--- config.mk ---
export PLATFORM = sky130hd
export DESIGN_NAME = router_egress_arb
export DESIGN_NICKNAME = d
export VERILOG_FILES = /design/src/rtl/router_pkg.sv /design/src/rtl/router_rr_pick.sv /design/src/rtl/router_egress_arb.sv
export SDC_FILE = /design/constraint.sdc
export NUM_CORES = 1
export LEC_CHECK = 0
export ABC_AREA = 1
export BUFFER_PORTS_ARGS = -buffer_cell sky130_fd_sc_hd__buf_2
export CORE_ASPECT_RATIO = 1.5
export CORE_MARGIN = 1.5
export CORE_UTILIZATION = 45
export CTS_BUF_LIST = sky130_fd_sc_hd__clkbuf_8 sky130_fd_sc_hd__clkbuf_16
export DETAILED_ROUTE_END_ITERATION = 7
export PLACE_DENSITY = 0.67
export RECOVER_POWER = 100
export SETUP_SLACK_MARGIN = 0.4
export SYNTH_ARGS = -nofsm -noshare
export SYNTH_HDL_FRONTEND = slang
export SYNTH_SLANG_ARGS = --single-unit
--- constraint.sdc ---
create_clock -name clock_i -period 2.9 [get_ports clock_i]
set_clock_uncertainty 0.05 [all_clocks]
set_input_delay 0.145 -clock clock_i [delete_from_list [all_inputs] [get_ports clock_i]]
set_output_delay 0.145 -clock clock_i [all_outputs]
set_load 0.005 [all_outputs]
--- src/rtl/router_pkg.sv ---
// ============================================================================
//  Module   : router_pkg
//  Purpose  : Shared definitions for the router egress arbiter: channel
//             count, FSM state encoding, header field positions and small
//             helpers for channel-index arithmetic.
//  Ports    : none (package)
//  Revision : 1.0 - initial release
// ============================================================================
`default_nettype none

package router_pkg;

  localparam int NUM_CH   = 3;

  // Header byte layout: {len[7:2], addr[1:0]}
  localparam int LEN_MSB  = 7;
  localparam int LEN_LSB  = 2;
  localparam int ADDR_MSB = 1;
  localparam int ADDR_LSB = 0;

  typedef enum logic [1:0] {
    IDLE = 2'd0,
    HDR  = 2'd1,
    BODY = 2'd2,
    PAR  = 2'd3
  } state_e;

  // Round-robin successor of a channel index, modulo NUM_CH.
  function automatic logic [1:0] next_ptr(input logic [1:0] p);
    return (p == 2'd2) ? 2'd0 : p + 2'd1;
  endfunction

  // Index of the set bit of a one-hot grant (0 when no bit is set).
  function automatic logic [1:0] onehot_to_idx(input logic [NUM_CH-1:0] oh);
    logic [1:0] idx;
    case (oh)
      3'b010:  idx = 2'd1;
      3'b100:  idx = 2'd2;
      default: idx = 2'd0;
    endcase
    return idx;
  endfunction

endpackage

`default_nettype wire

--- src/rtl/router_rr_pick.sv ---
// ============================================================================
//  Module   : router_rr_pick
//  Purpose  : Combinational 3-way round-robin picker. Returns the one-hot
//             grant of the first requesting channel at or after ptr_i,
//             wrapping modulo 3.
//  Ports    : req_i [2:0]  per-channel request
//             ptr_i [1:0]  highest-priority channel index (0..2)
//             gnt_o [2:0]  one-hot grant, zero when nothing requests
//  Revision : 1.0 - initial release
// ============================================================================
`default_nettype none

module router_rr_pick
  import router_pkg::*;
(
  input  logic [NUM_CH-1:0] req_i,
  input  logic [1:0]        ptr_i,
  output logic [NUM_CH-1:0] gnt_o
);

  logic [NUM_CH-1:0] req_rot;
  logic [NUM_CH-1:0] gnt_rot;

  // Rotate requests so that channel ptr_i lands on bit 0, run a fixed
  // LSB-first priority pick, then rotate the grant back.
  always_comb begin
    case (ptr_i)
      2'd1:    req_rot = {req_i[0], req_i[2:1]};
      2'd2:    req_rot = {req_i[1:0], req_i[2]};
      default: req_rot = req_i;
    endcase

    if (req_rot[0])      gnt_rot = 3'b001;
    else if (req_rot[1]) gnt_rot = 3'b010;
    else if (req_rot[2]) gnt_rot = 3'b100;
    else                 gnt_rot = 3'b000;

    case (ptr_i)
      2'd1:    gnt_o = {gnt_rot[1:0], gnt_rot[2]};
      2'd2:    gnt_o = {gnt_rot[0], gnt_rot[2], gnt_rot[1]};
      default: gnt_o = gnt_rot;
    endcase
  end

endmodule

`default_nettype wire

--- src/rtl/router_egress_arb.sv ---
// ============================================================================
//  Module   : router_egress_arb
//  Purpose  : Drains three first-word-fall-through router FIFOs onto one
//             egress link, one whole packet at a time, with packet-level
//             round-robin arbitration and a per-packet stall timeout that
//             soft-resets the granted FIFO and aborts the packet.
//             Packet: header {len,addr}, len payload bytes, parity byte.
//  Ports    : clock_i, reset_i          clock, synchronous active-high reset
//             fifo_empty_i[2:0]         per-channel empty flags
//             fifo_dout_{0,1,2}_i       head-of-FIFO bytes
//             read_enb_o[2:0]           pop strobe (one-hot or zero)
//             egress_ready_i            downstream accept
//             egress_valid_o/data_o     registered egress beat
//             egress_sop_o/eop_o        header / parity beat markers
//             egress_abort_o            packet truncated by timeout (pulse)
//             grant_o[2:0]              channel owning the link
//             soft_reset_o[2:0]         timed-out channel FIFO reset (pulse)
//             parity_err_o              parity mismatch on the eop beat
//  Config   : ROUTER_ARB_PARITY_CHK_EN  enables the running-XOR parity check;
//             when undefined parity_err_o is tied low.
//  Revision : 1.0 - initial release
// ============================================================================
`default_nettype none

module router_egress_arb
  import router_pkg::*;
#(
  parameter int DATA_W  = 8,
  parameter int LEN_W   = 6,
  parameter int TIMEOUT = 30,
  parameter int TO_W    = 5
)(
  input  logic              clock_i,
  input  logic              reset_i,
  input  logic [NUM_CH-1:0] fifo_empty_i,
  input  logic [DATA_W-1:0] fifo_dout_0_i,
  input  logic [DATA_W-1:0] fifo_dout_1_i,
  input  logic [DATA_W-1:0] fifo_dout_2_i,
  output logic [NUM_CH-1:0] read_enb_o,
  input  logic              egress_ready_i,
  output logic              egress_valid_o,
  output logic [DATA_W-1:0] egress_data_o,
  output logic              egress_sop_o,
  output logic              egress_eop_o,
  output logic              egress_abort_o,
  output logic [NUM_CH-1:0] grant_o,
  output logic [NUM_CH-1:0] soft_reset_o,
  output logic              parity_err_o
);

  state_e             state_q,   state_d;
  logic [NUM_CH-1:0]  grant_q,   grant_d;
  logic [1:0]         rr_ptr_q,  rr_ptr_d;
  logic [LEN_W-1:0]   len_cnt_q, len_cnt_d;
  logic [TO_W-1:0]    to_cnt_q,  to_cnt_d;
  logic [DATA_W-1:0]  data_q,    data_d;
  logic               valid_q,   valid_d;
  logic               sop_q,     sop_d;
  logic               eop_q,     eop_d;

  logic [NUM_CH-1:0]  pick;
  logic [DATA_W-1:0]  head_dout;
  logic               head_avail;
  logic               active;
  logic               pop;
  logic               timeout;

  router_rr_pick u_pick (
    .req_i (~fifo_empty_i),
    .ptr_i (rr_ptr_q),
    .gnt_o (pick)
  );

  always_comb begin
    head_dout = '0;
    if (grant_q[0]) head_dout = fifo_dout_0_i;
    if (grant_q[1]) head_dout = fifo_dout_1_i;
    if (grant_q[2]) head_dout = fifo_dout_2_i;
  end

  assign head_avail = |(grant_q & ~fifo_empty_i);
  assign active     = (state_q != IDLE);

  // Strobes are gated by reset so a reset cycle never pops a FIFO or
  // fires a soft_reset/abort, even if the timeout counter happens to be full.
  assign pop     = !reset_i && active && head_avail && (!valid_q || egress_ready_i);
  assign timeout = !reset_i && active && !pop && (to_cnt_q == TO_W'(TIMEOUT - 1));

  assign read_enb_o     = pop     ? grant_q : '0;
  assign soft_reset_o   = timeout ? grant_q : '0;
  assign egress_abort_o = timeout;
  assign grant_o        = grant_q;
  assign egress_valid_o = valid_q;
  assign egress_data_o  = data_q;
  assign egress_sop_o   = sop_q;
  assign egress_eop_o   = eop_q;

  always_comb begin
    state_d   = state_q;
    grant_d   = grant_q;
    rr_ptr_d  = rr_ptr_q;
    len_cnt_d = len_cnt_q;
    to_cnt_d  = to_cnt_q;
    data_d    = data_q;
    valid_d   = valid_q;
    sop_d     = sop_q;
    eop_d     = eop_q;

    // Output register: load on pop, drop on accept or abort, else hold.
    if (pop) begin
      data_d  = head_dout;
      valid_d = 1'b1;
      sop_d   = (state_q == HDR);
      eop_d   = (state_q == PAR);
    end else if (timeout || (valid_q && egress_ready_i)) begin
      data_d  = '0;
      valid_d = 1'b0;
      sop_d   = 1'b0;
      eop_d   = 1'b0;
    end

    if (!active || pop) to_cnt_d = '0;
    else                to_cnt_d = to_cnt_q + 1'b1;

    case (state_q)
      IDLE: begin
        if (|(~fifo_empty_i)) begin
          grant_d = pick;
          state_d = HDR;
        end
      end
      HDR: begin
        if (pop) begin
          len_cnt_d = LEN_W'(head_dout[LEN_MSB:LEN_LSB]);
          state_d   = (len_cnt_d == '0) ? PAR : BODY;
        end
      end
      BODY: begin
        // BODY is only entered with len_cnt >= 1, so this cannot underflow.
        if (pop) begin
          len_cnt_d = len_cnt_q - 1'b1;
          if (len_cnt_q == LEN_W'(1)) state_d = PAR;
        end
      end
      PAR: begin
        if (pop) begin
          state_d  = IDLE;
          grant_d  = '0;
          rr_ptr_d = next_ptr(onehot_to_idx(grant_q));
        end
      end
      default: state_d = IDLE;
    endcase

    if (timeout) begin
      state_d   = IDLE;
      grant_d   = '0;
      rr_ptr_d  = next_ptr(onehot_to_idx(grant_q));
      len_cnt_d = '0;
      to_cnt_d  = '0;
    end
  end

  always_ff @(posedge clock_i) begin
    if (reset_i) begin
      state_q   <= IDLE;
      grant_q   <= '0;
      rr_ptr_q  <= '0;
      len_cnt_q <= '0;
      to_cnt_q  <= '0;
      data_q    <= '0;
      valid_q   <= 1'b0;
      sop_q     <= 1'b0;
      eop_q     <= 1'b0;
    end else begin
      state_q   <= state_d;
      grant_q   <= grant_d;
      rr_ptr_q  <= rr_ptr_d;
      len_cnt_q <= len_cnt_d;
      to_cnt_q  <= to_cnt_d;
      data_q    <= data_d;
      valid_q   <= valid_d;
      sop_q     <= sop_d;
      eop_q     <= eop_d;
    end
  end

`ifdef ROUTER_ARB_PARITY_CHK_EN
  logic [DATA_W-1:0] xor_q, xor_d;
  logic              perr_q, perr_d;

  // Running XOR restarts on the header; the flag is registered so it lines
  // up with the eop beat it describes.
  always_comb begin
    xor_d  = xor_q;
    perr_d = 1'b0;
    if (pop) begin
      case (state_q)
        HDR:     xor_d  = head_dout;
        BODY:    xor_d  = xor_q ^ head_dout;
        PAR:     perr_d = (xor_q != head_dout);
        default: xor_d  = xor_q;
      endcase
    end
  end

  always_ff @(posedge clock_i) begin
    if (reset_i) begin
      xor_q  <= '0;
      perr_q <= 1'b0;
    end else begin
      xor_q  <= xor_d;
      perr_q <= perr_d;
    end
  end

  assign parity_err_o = perr_q;
`else
  assign parity_err_o = 1'b0;
`endif

endmodule

`default_nettype wire

# Word-level counts from Yosys, hierarchy flattened
# Cells that the tools add are included.
# W data, S select, Z words.
# word_totals
reg_bits	29
inputBits	30
output_inout_bits	22
# classes
addsub	4
eq_ne	16
n_mux	38
bitwise_logic	2
reduce_logical	29
# op_table
cell	n
$mux W8	5
$mux W2	13
$mux W3	7
$pmux W3 S2	3
$mux W6	2
$pmux W6 S2	1
$reduce_bool A2 Y1	6
$eq A2 B2 Y1 const B	5
$ne A2 B2 Y1 const B	5
$reduce_or A3 Y1	3
$pmux W2 S4	1
$eq A6 B1 Y1 const B	1
$logic_and A1 B1 Y1	6
$logic_not A6 Y1	1
$reduce_and A3 Y1	2
$sub A6 B1 Y6 const B	1
$add A5 B1 Y5 const B	1
$eq A5 B5 Y1 const B	1
$mux W1	5
$reduce_and A5 Y1	1
$add A2 B1 Y2 const B	2
$eq A2 B1 Y1 const B	2
$logic_not A1 Y1	4
$pmux W2 S2	1
other kinds (8)	10

# Depth between registers and ports, before layout
# Gate-level depths: netlist of the first run.
# logic_depth
depth_word	12
depth_mapped	12
ltp_nobuf	12

# Cells and area by module
# Synthesis of the first run repeated with hierarchy kept, for this count alone.
# unflattened
cells_unflattened	299
area_unflattened_um2	1914.3
# modules_own_cells
module	n_inst	cells_per_inst	area_per_inst_um2	seq_area_each_um2
router_egress_arb	1	257	1721.7	580.6
router_rr_pick	1	42	192.7	0.0

# Least setup slack after synthesis of the first run
# Ideal clock, no wire load.
# synth_timing
path_type	register -> register
startpoint	register state_q[0]
endpoint	register len_cnt_q[1]
setup_time_ps	70
t_arrival_ps	1558
required_ps	2780
setup_slack_ps	1222
path_stages_with_launch	12
synth_period_minus_slack_ps	1678
path_cell_list	dfxtp_1 > inv_1 > ha_1 > inv_1 > nand2_1 > nor2_2 > nand2_4 > nor2_4 > inv_2 > a21oi_1 > o21ai_1 > a21oi_1
# synth_between
elab_chain_len	8
elab_cells_between_ends	15
classes_between	eq/ne: 4; mux: 1; reduce/logical: 10
# synth_rtl
element	line_no	text
start, declared	router_egress_arb.sv:51	state_e state_q, state_d;
start signal, assigned	router_egress_arb.sv:176	state_q <= state_d;
$reduce_bool A2 Y1	router_egress_arb.sv:82	assign active = (state_q != IDLE);
$logic_and A1 B1 Y1	router_egress_arb.sv:86, router_egress_arb.sv:87	
$logic_and A1 B1 Y1 (2 in a row)	router_egress_arb.sv:86	assign pop = !reset_i && active && head_avail && (!valid_q || egress_ready_i);
$logic_not A1 Y1	router_egress_arb.sv:87	assign timeout = !reset_i && active && !pop && (to_cnt_q == TO_W'(TIMEOUT - 1));
$logic_and A1 B1 Y1 (2 in a row)	router_egress_arb.sv:87	
$reduce_or A2 Y1 (no source line)	-	
end signal, assigned	router_egress_arb.sv:179	len_cnt_q <= len_cnt_d;
end, declared	router_egress_arb.sv:54	logic [LEN_W-1:0] len_cnt_q, len_cnt_d;
# Parallel ways exist; a longest one is shown, timed or not.
# A chain may end at the register's enable or synchronous reset.

# Worst setup path after layout of the first run
# layout_timing
startpoint	register state_q[0]
endpoint	register rr_ptr_q[1]
# layout_between
elab_chain_len	9
elab_cells_between_ends	12
classes_between	eq/ne: 1; mux: 1; reduce/logical: 10
# layout_rtl
element	line_no	text
$reduce_bool A2 Y1	router_egress_arb.sv:82	
$logic_and A1 B1 Y1	router_egress_arb.sv:86, router_egress_arb.sv:87	
$logic_and A1 B1 Y1 (2 in a row)	router_egress_arb.sv:86	
$logic_not A1 Y1	router_egress_arb.sv:87	
$logic_and A1 B1 Y1 (2 in a row)	router_egress_arb.sv:87	
$reduce_bool A2 Y1 (no source line)	-	
$reduce_and A2 Y1 (no source line)	-	
end signal, assigned	router_egress_arb.sv:178	rr_ptr_q <= rr_ptr_d;
end, declared	router_egress_arb.sv:53	logic [1:0] rr_ptr_q, rr_ptr_d;
# Parallel ways exist; a longest one is shown, timed or not.

==> run_results.csv, run 1 <==
group,metric,value,unit
drt,num_vias,2040,
critical_path,r2r-start,"state_q[0]",
clock_network,tritoncts,"yes",
sta,holdWs,0.1219,ns
sta,setup_tns,0,ns
min_path,hp-start,"fifo_dout_2_i[1]",
global_routing,overflow,0,
sta,rsz0062_at_grt,"false",
cells_and_area,stdcell_count,389,
floorplan,design.die.area,4642,µm²
run,max_cap_viol_count,0,
power,clockPowerShare,25.0,%
synth,async_flop_share,0,%
synth,synth-compound-area-share,16.55,%
synth,synth-main-ff-cell,"dfxtp_1",
cells_and_area,seqCellArea,580.6,µm²
power,leakagePower,1.013,nW
global_routing,grt_max_degree,18,
placed_design,io_buffers,50,
critical_path,slowest_stage,"clkinvlp_2",
placed_design,dp_cells,381,
sta,post-route-period-util,79.84,%
critical_path,worstSetupPathType,"reg -> reg",
critical_path,r2r_slack,0.58,ns
clock_network,clk_pin_slew,0.06,ns
clock_network,cts_sinks,29,
clock_network,clk-insertion-delay-late,0.28,ns
clock_network,clk_path_buf_depth,2,
global_routing,grt_pass1_wl,8424,µm
critical_path,path_delay_family,"simple AND/OR/NAND/NOR gates",
sta,finalHoldViolCount,0,
drt,ant_nets,0,
synth,avgSynthCellArea,6.504,µm²
floorplan,design.core.area,3994,µm²
critical_path,cp.arrival,2.43,ns
floorplan,die_x,56.13,µm
drt,firstDrtPassIters,4,
critical_path,worstReg2RegEnd,"rr_ptr_q[1]",
global_routing,grt_util_all_layers,23.41,%
sta,worst_pin_slew,0.5645,ns
clock_network,postCtsSetupBuffers,0,
min_path,worstHoldPathCells,3,
critical_path,start_kind,"flop",
floorplan,fp.dieH,82.70,µm
placed_design,dpl.hpwl,4108,µm
sta,max_freq,0.4319,GHz
synth,synthCells,293,
critical_path,end_kind,"flop",
synth,yosysUniqueCellTypes,29,
synth,synthXorXnorAreaFrac,1.379,%
power,p_sw,0.5126,mW
critical_path,crit_chain,"inv_1 > ha_1 > inv_1 > nand2_1 > nor2_1 > nand2_4 > clkinvlp_2 > nand2_1 > nand2_1 > o21ai_0 > a21oi_1",
critical_path,reg2reg_depth,11,
synth,ys_ff_latch,29,
drt,wire_per_inst,13.43,µm
power,power.density,570.9,nW/µm²
clock_network,cts-hold-fix-buffers,0,
synth,netlist_area,1906,µm²
critical_path,startpoint,"state_q[0]",
cells_and_area,diodes,0,
drt,wl,5224,µm
critical_path,cp_common_cell,"nand2_1",
cells_and_area,multi_input_area,1125,µm²
sta,max_slew_margin,62.37,%
global_routing,antenna_found_initial,0,
critical_path,path_max_fanout,10,
critical_path,crit_required,3.02,ns
clock_network,cts_buffers,5,
critical_path,critPathMaxStageDelay,0.41,ns
power,combPwrFrac,37.4,%
placed_design,placed_area,2177,µm²
floorplan,rows,28,
clock_network,h-tree-depth,2,
critical_path,path_buf_inv,3,
global_routing,grt_pass1_vias,1884,
cells_and_area,area_delta_synth_final,16.02,%
power,p_sw_share,40.61,%
cells_and_area,drive_above_1_share,15.70,%
synth,synth-seq-area-share,30.47,%
cells_and_area,final_nets,383,
floorplan,start_util,47.71,%
cells_and_area,fin_area,2211,µm²
min_path,holdPathEnd,"egress_data_o[1]",
synth,syn_nets,333,
drt,first_iter_violations,77,
outcome,outcome,"finished clean",
synth,synthAdderAreaFrac,6.566,%
sta,setup_viol,0,
power,p_seq_share,37.7,%
synth,yosys.area_share.simple,35.26,%
sta,drv_slew,0,
synth,synth_mux_area_share,0,%
synth,synth_top_family_by_area,"simple AND/OR/NAND/NOR gates",
clock_network,cts-resized-gates,0,
synth,synth_edf_count,0,
synth,ys_warn_count,0,
power,vdd_drop_max,0.0003773,V
sta,fin_crit,2.315,ns
clock_network,cts_root_buf,"clkbuf_8",
min_path,hold_path.class,"in -> reg",
power,p_int,0.7497,mW
cells_and_area,fill_cells,445,
floorplan,top_level_ports,52,
placed_design,routabilityCongestion,0.8607,
drt,via_per_inst,5.244,
drt,drc,0,
synth_stat cells, drive strengths merged (2+ instances only):
master  number  area, µm²
clkbuf       2      7.510
nand4        6      37.54
nand3       35      192.7
nand2       71      284.0
o21ai       18      90.09
buf          7      42.54
inv         34      132.6
dfxtp       29      580.6
nor2        29      118.9
or2          5      31.28
ha          10      125.1
xor2         2      17.52
a21oi       40      211.5
cells in the final DEF, fill, tap and decap left out:
cell type,n
nand3_1,34
conb_1,1
inv_1,31
nand2_4,1
nor2_4,1
nand2_1,70
xnor2_1,1
clkinvlp_2,1
buf_1,1
a31oi_1,1
or2_2,5
o21ai_0,16
nand3_4,1
clkbuf_1,17
o21ai_1,2
a21oi_4,1
clkbuf_8,5
dfxtp_1,29
buf_2,33
nand3b_1,1
a21oi_1,39
clkbuf_2,1
nor2_1,28
inv_2,3
xor2_1,2
clkinv_2,2
ha_1,10
o21a_1,1
nand4_1,6
logic make-up (layout without fill, tap and decap cells):
group / count (synthesis) / after routing
simple gates: 147 / 147
compound gates: 60 / 60
buf+inv: 43 / 94
flops: 29 / 29
fa+ha+maj: 10 / 10
xor+xnor: 3 / 3
other cells: 1 / 1
how the worst max path moves through the flow:
| stage | slack, ns | cells after the start | end |
|---|---|---|---|
| after global routing | 0.31 | 11 | to_cnt_q[2] |
| after detailed placement | 0.94 | 11 | to_cnt_q[3] |
| after CTS | 0.77 | 9 | soft_reset_o[0] |
| after global placement | 1.00 | 11 | to_cnt_q[2] |
| after floorplan | 1.22 | 11 | len_cnt_q[1] |
| final | 0.58 | 11 | rr_ptr_q[1] |
stage by stage:
stage                     power [mW]  setup WS (ns)  util [%]
after floorplan               0.8267          1.222         -
after global placement        0.9574          1.002     54.51
after detailed placement      0.9632         0.9437     54.51
after CTS                      1.281         0.7738     56.58
after global routing           1.358         0.3119     55.36
final                          1.262         0.5846     55.36
final cells by class:
cell class / instances / area share (%)
Clock inverter: 3 / 0.6225
Timing Repair Buffer: 52 / 10.75
Sequential cell: 29 / 26.26
Multi-Input combinational cell: 221 / 50.88
Clock buffer: 5 / 3.113
Tap cell: 45 / 2.547
Inverter: 34 / 5.829
power by group through the flow:
stage	Clock, mW	Sequential, mW	Combinational [mW]
6_report	0.315	0.475	0.472
2_1_floorplan	0	0.468	0.358
5_1_grt	0.339	0.483	0.536
4_1_cts	0.323	0.474	0.483
3_5_place_dp	0	0.484	0.480
3_3_place_gp	0	0.482	0.476
worst reg2reg max path: stages, from the launching register on:
cell and delay [ns]:
dfxtp_1 0.35, inv_1 0.09, ha_1 0.19, inv_1 0.09, nand2_1 0.08, nor2_1 0.07, nand2_4 0.15, clkinvlp_2 0.41
nand2_1 0.37, nand2_1 0.14, o21ai_0 0.15, a21oi_1 0.06
registers in the layout, summed over array words and instances (netlist names):
signal / count
egress_data_o: 8
to_cnt_q: 5
state_q: 2
len_cnt_q: 6
rr_ptr_q: 2
egress_valid_o: 1
egress_eop_o: 1
grant_o: 3
egress_sop_o: 1
layer usage:
metal	vias to the layer above	track usage [%]	wire length, µm
met2	49	44.24	2748
li1	1055	-	-
met3	14	3.738	210
met5	-	0	0
met4	0	13.81	182
met1	922	24.29	2083
(Power assumes the default switching activity.)
==> run 2, diff against run 1 <==
- PLACE_DENSITY: 0.67 -> 0.7
- clock period: 2.9 -> 2.12 ns (I/O delays scaled with it)
==> run_results.csv, run 2 (synthesized netlist as in run 1, its figures left out) <==
group,metric,value,unit
drt,num_vias,2153,
power,power.density,872.0,nW/µm²
placed_design,io_buffers,50,
global_routing,overflow,0,
sta,setup_tns,0,ns
floorplan,fp.dieH,82.70,µm
sta,setup_viol,0,
global_routing,grt_util_all_layers,25.06,%
power,vdd_drop_max,0.0005447,V
placed_design,routabilityCongestion,0.9499,
drt,wl,5755,µm
placed_design,placed_area,2215,µm²
floorplan,design.die.area,4642,µm²
min_path,hp-start,"reset_i",
sta,post-route-period-util,85.02,%
clock_network,cts_buffers,5,
clock_network,clk-insertion-delay-late,0.29,ns
sta,holdWs,0.09219,ns
critical_path,start_kind,"flop",
clock_network,clk_pin_slew,0.07,ns
run,max_cap_viol_count,0,
sta,fin_crit,1.802,ns
drt,via_per_inst,5.264,
critical_path,worstSetupPathType,"reg -> reg",
cells_and_area,final_common_cell,"nand2_1",
critical_path,r2r_slack,0.32,ns
global_routing,antenna_found_initial,0,
cells_and_area,final_cell_mix,"nand2_1 (67), buf_2 (40), a21oi_1 (36), nand3_1 (32), dfxtp_1 (28)",
sta,fin_ws,0.3176,ns
clock_network,tritoncts,"yes",
sta,finalHoldViolCount,0,
clock_network,cts_root_buf,"clkbuf_8",
cells_and_area,fin_area,2547,µm²
floorplan,design.core.area,3994,µm²
drt,ant_nets,0,
critical_path,end_kind,"flop",
min_path,worstHoldPathCells,2,
cells_and_area,drive_above_1_share,28.02,%
cells_and_area,largest_register_ffs,8,
floorplan,top_level_ports,52,
global_routing,grt_pass1_wl,9039,µm
placed_design,dpl.hpwl,4226,µm
drt,drc,0,
outcome,outcome,"finished clean",
global_routing,grt_pass1_vias,2085,
cells_and_area,multi_input_area,1232,µm²
drt,firstDrtPassIters,7,
critical_path,path_max_fanout,9,
sta,rsz0062_at_grt,"true",
clock_network,h-tree-depth,2,
min_path,hold_path.class,"in -> reg",
global_routing,grt_max_degree,13,
floorplan,die_x,56.13,µm
critical_path,cp.arrival,1.96,ns
placed_design,post-place-ws,0.1750,ns
floorplan,start_util,47.71,%
power,leakagePower,1.187,nW
drt,wire_per_inst,14.07,µm
min_path,holdPathEnd,"egress_data_o[0]",
cells_and_area,diodes,0,
drt,first_iter_violations,63,
cells_and_area,seqCellArea,581.8,µm²
floorplan,rows,28,
sta,max_freq,0.5548,GHz
critical_path,r2r-start,"state_q[1]",
clock_network,cts_sinks,29,
cells_and_area,area_delta_synth_final,33.68,%
cells_and_area,fill_cells,407,
critical_path,worstReg2RegEnd,"to_cnt_q[3]",
clock_network,cts-hold-fix-buffers,0,
cells_and_area,final_nets,403,
clock_network,clk_path_buf_depth,2,
critical_path,reg2reg_depth,11,
sta,drv_slew,0,
critical_path,crit_required,2.28,ns
[run 2: cell types whose count changed in the layout (fill, tap and decap cells not counted), sizes merged]
cell and change:
a21oi +1, buf +24, clkinv -1, clkinvlp -1, bufinv +2, clkbuf -5
[run 2: where the power goes]
| group | internal, mW | switching (mW) | total [mW] |
|---|---|---|---|
| clock network | 0.467 | 0.227 | 0.694 |
| registers | 0.595 | 0.0382 | 0.633 |
| logic | 0.340 | 0.555 | 0.895 |
[run 2: worst max path at each step]
stage	startpoint	end	slack, ns	cells past startpoint
after global routing	state_q[1]	to_cnt_q[0]	0.16	11
after detailed placement	state_q[0]	to_cnt_q[3]	0.18	11
after global placement	state_q[0]	to_cnt_q[3]	0.29	11
after floorplan	state_q[0]	len_cnt_q[1]	0.44	11
after CTS	state_q[0]	soft_reset_o[2]	0.40	10
final	state_q[1]	to_cnt_q[3]	0.32	11
[run 2: per-stage QoR]
| stage | utilization [%] | instances | power, mW |
|---|---|---|---|
| after floorplan | - | 293 | 1.131 |
| after global placement | 55.45 | 386 | 1.328 |
| after detailed placement | 55.45 | 386 | 1.338 |
| after CTS | 61.06 | 402 | 2.100 |
| after global routing | 63.78 | 409 | 2.353 |
| final | 63.78 | 409 | 2.221 |
[run 2: what timing repair did]
| action | in CTS | in global routing |
|---|---|---|
| pin swaps | 2 | 7 |
| gates resized for setup | 13 | 25 |
| setup buffers | 8 | 6 |
| gates cloned | 0 | 1 |
| setup endpoints to repair | 35 | 30 |
[run 2: worst max-delay path, stage by stage (launching register included)]
cell     delay, ns
dfxtp_1       0.36
inv_2         0.07
ha_4          0.17
inv_4         0.06
nand2_4       0.06
nor2_4        0.12
nand2_4       0.08
nand3_4       0.12
nand2_4       0.11
inv_1         0.15
nand3_1       0.21
nor2_1        0.15
[run 2: cell type report]
cell class	count	area share, %
Tap cell	45	2.210
Multi-Input combinational cell	222	48.38
Clock buffer	5	2.701
Inverter	34	5.501
Timing Repair Buffer	71	15.82
Clock inverter	3	2.554
Sequential cell	29	22.84
[run 2: per-layer routing]
layer,wire (µm),global-route usage [%]
met5,0,0
met1,2272,25.93
met3,187,3.115
met4,118,12.38
met2,3177,49.29
==> run 3, diff against run 2 <==
- MAX_ROUTING_LAYER: default -> met4
==> run_results.csv, run 3 (synthesized netlist as in run 1, its figures left out) <==
group,metric,value,unit
drt,via_per_inst,5.289,
sta,rsz0062_at_grt,"true",
floorplan,top_level_ports,52,
cells_and_area,area_delta_synth_final,33.68,%
cells_and_area,final_nets,403,
sta,setup_tns,0,ns
sta,finalHoldViolCount,0,
clock_network,h-tree-depth,2,
cells_and_area,final_common_cell,"nand2_1",
drt,drc,0,
critical_path,crit_required,2.28,ns
cells_and_area,largest_register_ffs,8,
placed_design,routabilityCongestion,0.9672,
floorplan,fp.dieH,82.70,µm
min_path,worstHoldPathCells,2,
floorplan,design.die.area,4642,µm²
clock_network,cts_sinks,29,
drt,wire_per_inst,14.06,µm
drt,first_iter_violations,75,
cells_and_area,diodes,0,
power,vdd_drop_max,0.0005456,V
critical_path,path_max_fanout,9,
global_routing,antenna_found_initial,0,
drt,wl,5750,µm
global_routing,overflow,0,
critical_path,start_kind,"flop",
cells_and_area,finalCoreUtilization,63.78,%
cells_and_area,drive_above_1_share,28.02,%
power,leakagePower,1.187,nW
clock_network,clk_pin_slew,0.07,ns
critical_path,r2r-start,"state_q[1]",
clock_network,cts_buffers,5,
min_path,hold_path.class,"in -> reg",
clock_network,tritoncts,"yes",
critical_path,reg2reg_depth,11,
sta,setup_viol,0,
drt,num_vias,2163,
clock_network,cts_root_buf,"clkbuf_8",
floorplan,start_util,47.71,%
sta,max_freq,0.5552,GHz
global_routing,grt_pass1_vias,2086,
drt,firstDrtPassIters,4,
placed_design,dpl.hpwl,4226,µm
global_routing,grt_util_all_layers,25.77,%
run,max_cap_viol_count,0,
cells_and_area,stdcell_count,409,
power,power,2.223,mW
min_path,holdPathEnd,"egress_data_o[0]",
sta,drv_slew,0,
drt,ant_nets,0,
floorplan,design.core.area,3994,µm²
floorplan,die_x,56.13,µm
sta,holdWs,0.09144,ns
min_path,hp-start,"reset_i",
placed_design,io_buffers,50,
power,power.density,872.7,nW/µm²
placed_design,dp_cells,386,
global_routing,grt_pass1_wl,9039,µm
outcome,outcome,"finished clean",
clock_network,cts-hold-fix-buffers,0,
critical_path,worstSetupPathType,"reg -> reg",
critical_path,cp.arrival,1.96,ns
sta,fin_crit,1.801,ns
critical_path,r2r_slack,0.32,ns
clock_network,clk_path_buf_depth,2,
critical_path,end_kind,"flop",
global_routing,grt_max_degree,13,
clock_network,clk-insertion-delay-late,0.29,ns
sta,post-route-period-util,84.95,%
critical_path,worstReg2RegEnd,"to_cnt_q[3]",
floorplan,rows,28,
cells_and_area,final_cell_mix,"nand2_1 (67), buf_2 (40), a21oi_1 (36), nand3_1 (32), dfxtp_1 (28)",
[run 3: cell counts in the layout (fill, tap and decap cells not counted)]
No cell type changed its count.
[run 3: how the worst max path moves through the flow]
stage               startpoint               to  slack [ns]  cells after the start
floorplan           state_q[0]     len_cnt_q[1]        0.44                     11
global placement    state_q[0]      to_cnt_q[3]        0.29                     11
detailed placement  state_q[0]      to_cnt_q[3]        0.18                     11
CTS                 state_q[0]  soft_reset_o[2]        0.40                     10
global route        state_q[1]      to_cnt_q[0]        0.16                     11
finish              state_q[1]      to_cnt_q[3]        0.32                     11
[run 3: per-layer routing]
layer	up-vias	part of all wire, %	track usage [%]
li1	1100	-	-
met4	0	2.1	12.38
met1	992	40	26.02
met5	-	0	-
met3	14	3.8	2.960
met2	57	54	49.29
[run 3: worst max-delay path, stage by stage, from the launching register on]
cell and delay [ns]:
dfxtp_1 0.36, inv_2 0.07, ha_4 0.17, inv_4 0.06, nand2_4 0.06, nor2_4 0.12
nand2_4 0.08, nand3_4 0.12, nand2_4 0.11, inv_1 0.15, nand3_1 0.21, nor2_1 0.15
[run 3: layout make-up]
cell class	count	area, µm²
clock buffer	5	68.82
clock inverter	3	65.06
fill	407	1446
inverter	34	140.1
multi-input combinational	222	1232
sequential	29	581.8
tap	45	56.30
timing repair buffer	71	402.9
[run 3: repair_timing]
item,in CTS,in global routing
pin swaps,2,7
gates resized for setup,13,25
buffers inserted,8,6
gates cloned,0,1
setup endpoints to repair,35,30
hold endpoints to repair,0,0
[run 3: through the flow]
| step | instance area, µm² | setup WS (ns) |
|---|---|---|
| 4_1_cts | 2439 | 0.4014 |
| 3_5_place_dp | 2215 | 0.1750 |
| 2_1_floorplan | 1906 | 0.4421 |
| 3_3_place_gp | 2215 | 0.2857 |
| 6_report | 2547 | 0.3190 |
| 5_1_grt | 2547 | 0.1608 |
[run 3: where the power goes]
group | leakage (nW) | internal [mW] | total, mW | switching (mW)
sequential | 0.235 | 0.595 | 0.633 | 0.0382
combinational | 0.884 | 0.340 | 0.895 | 0.555
clock | 0.0681 | 0.467 | 0.696 | 0.229
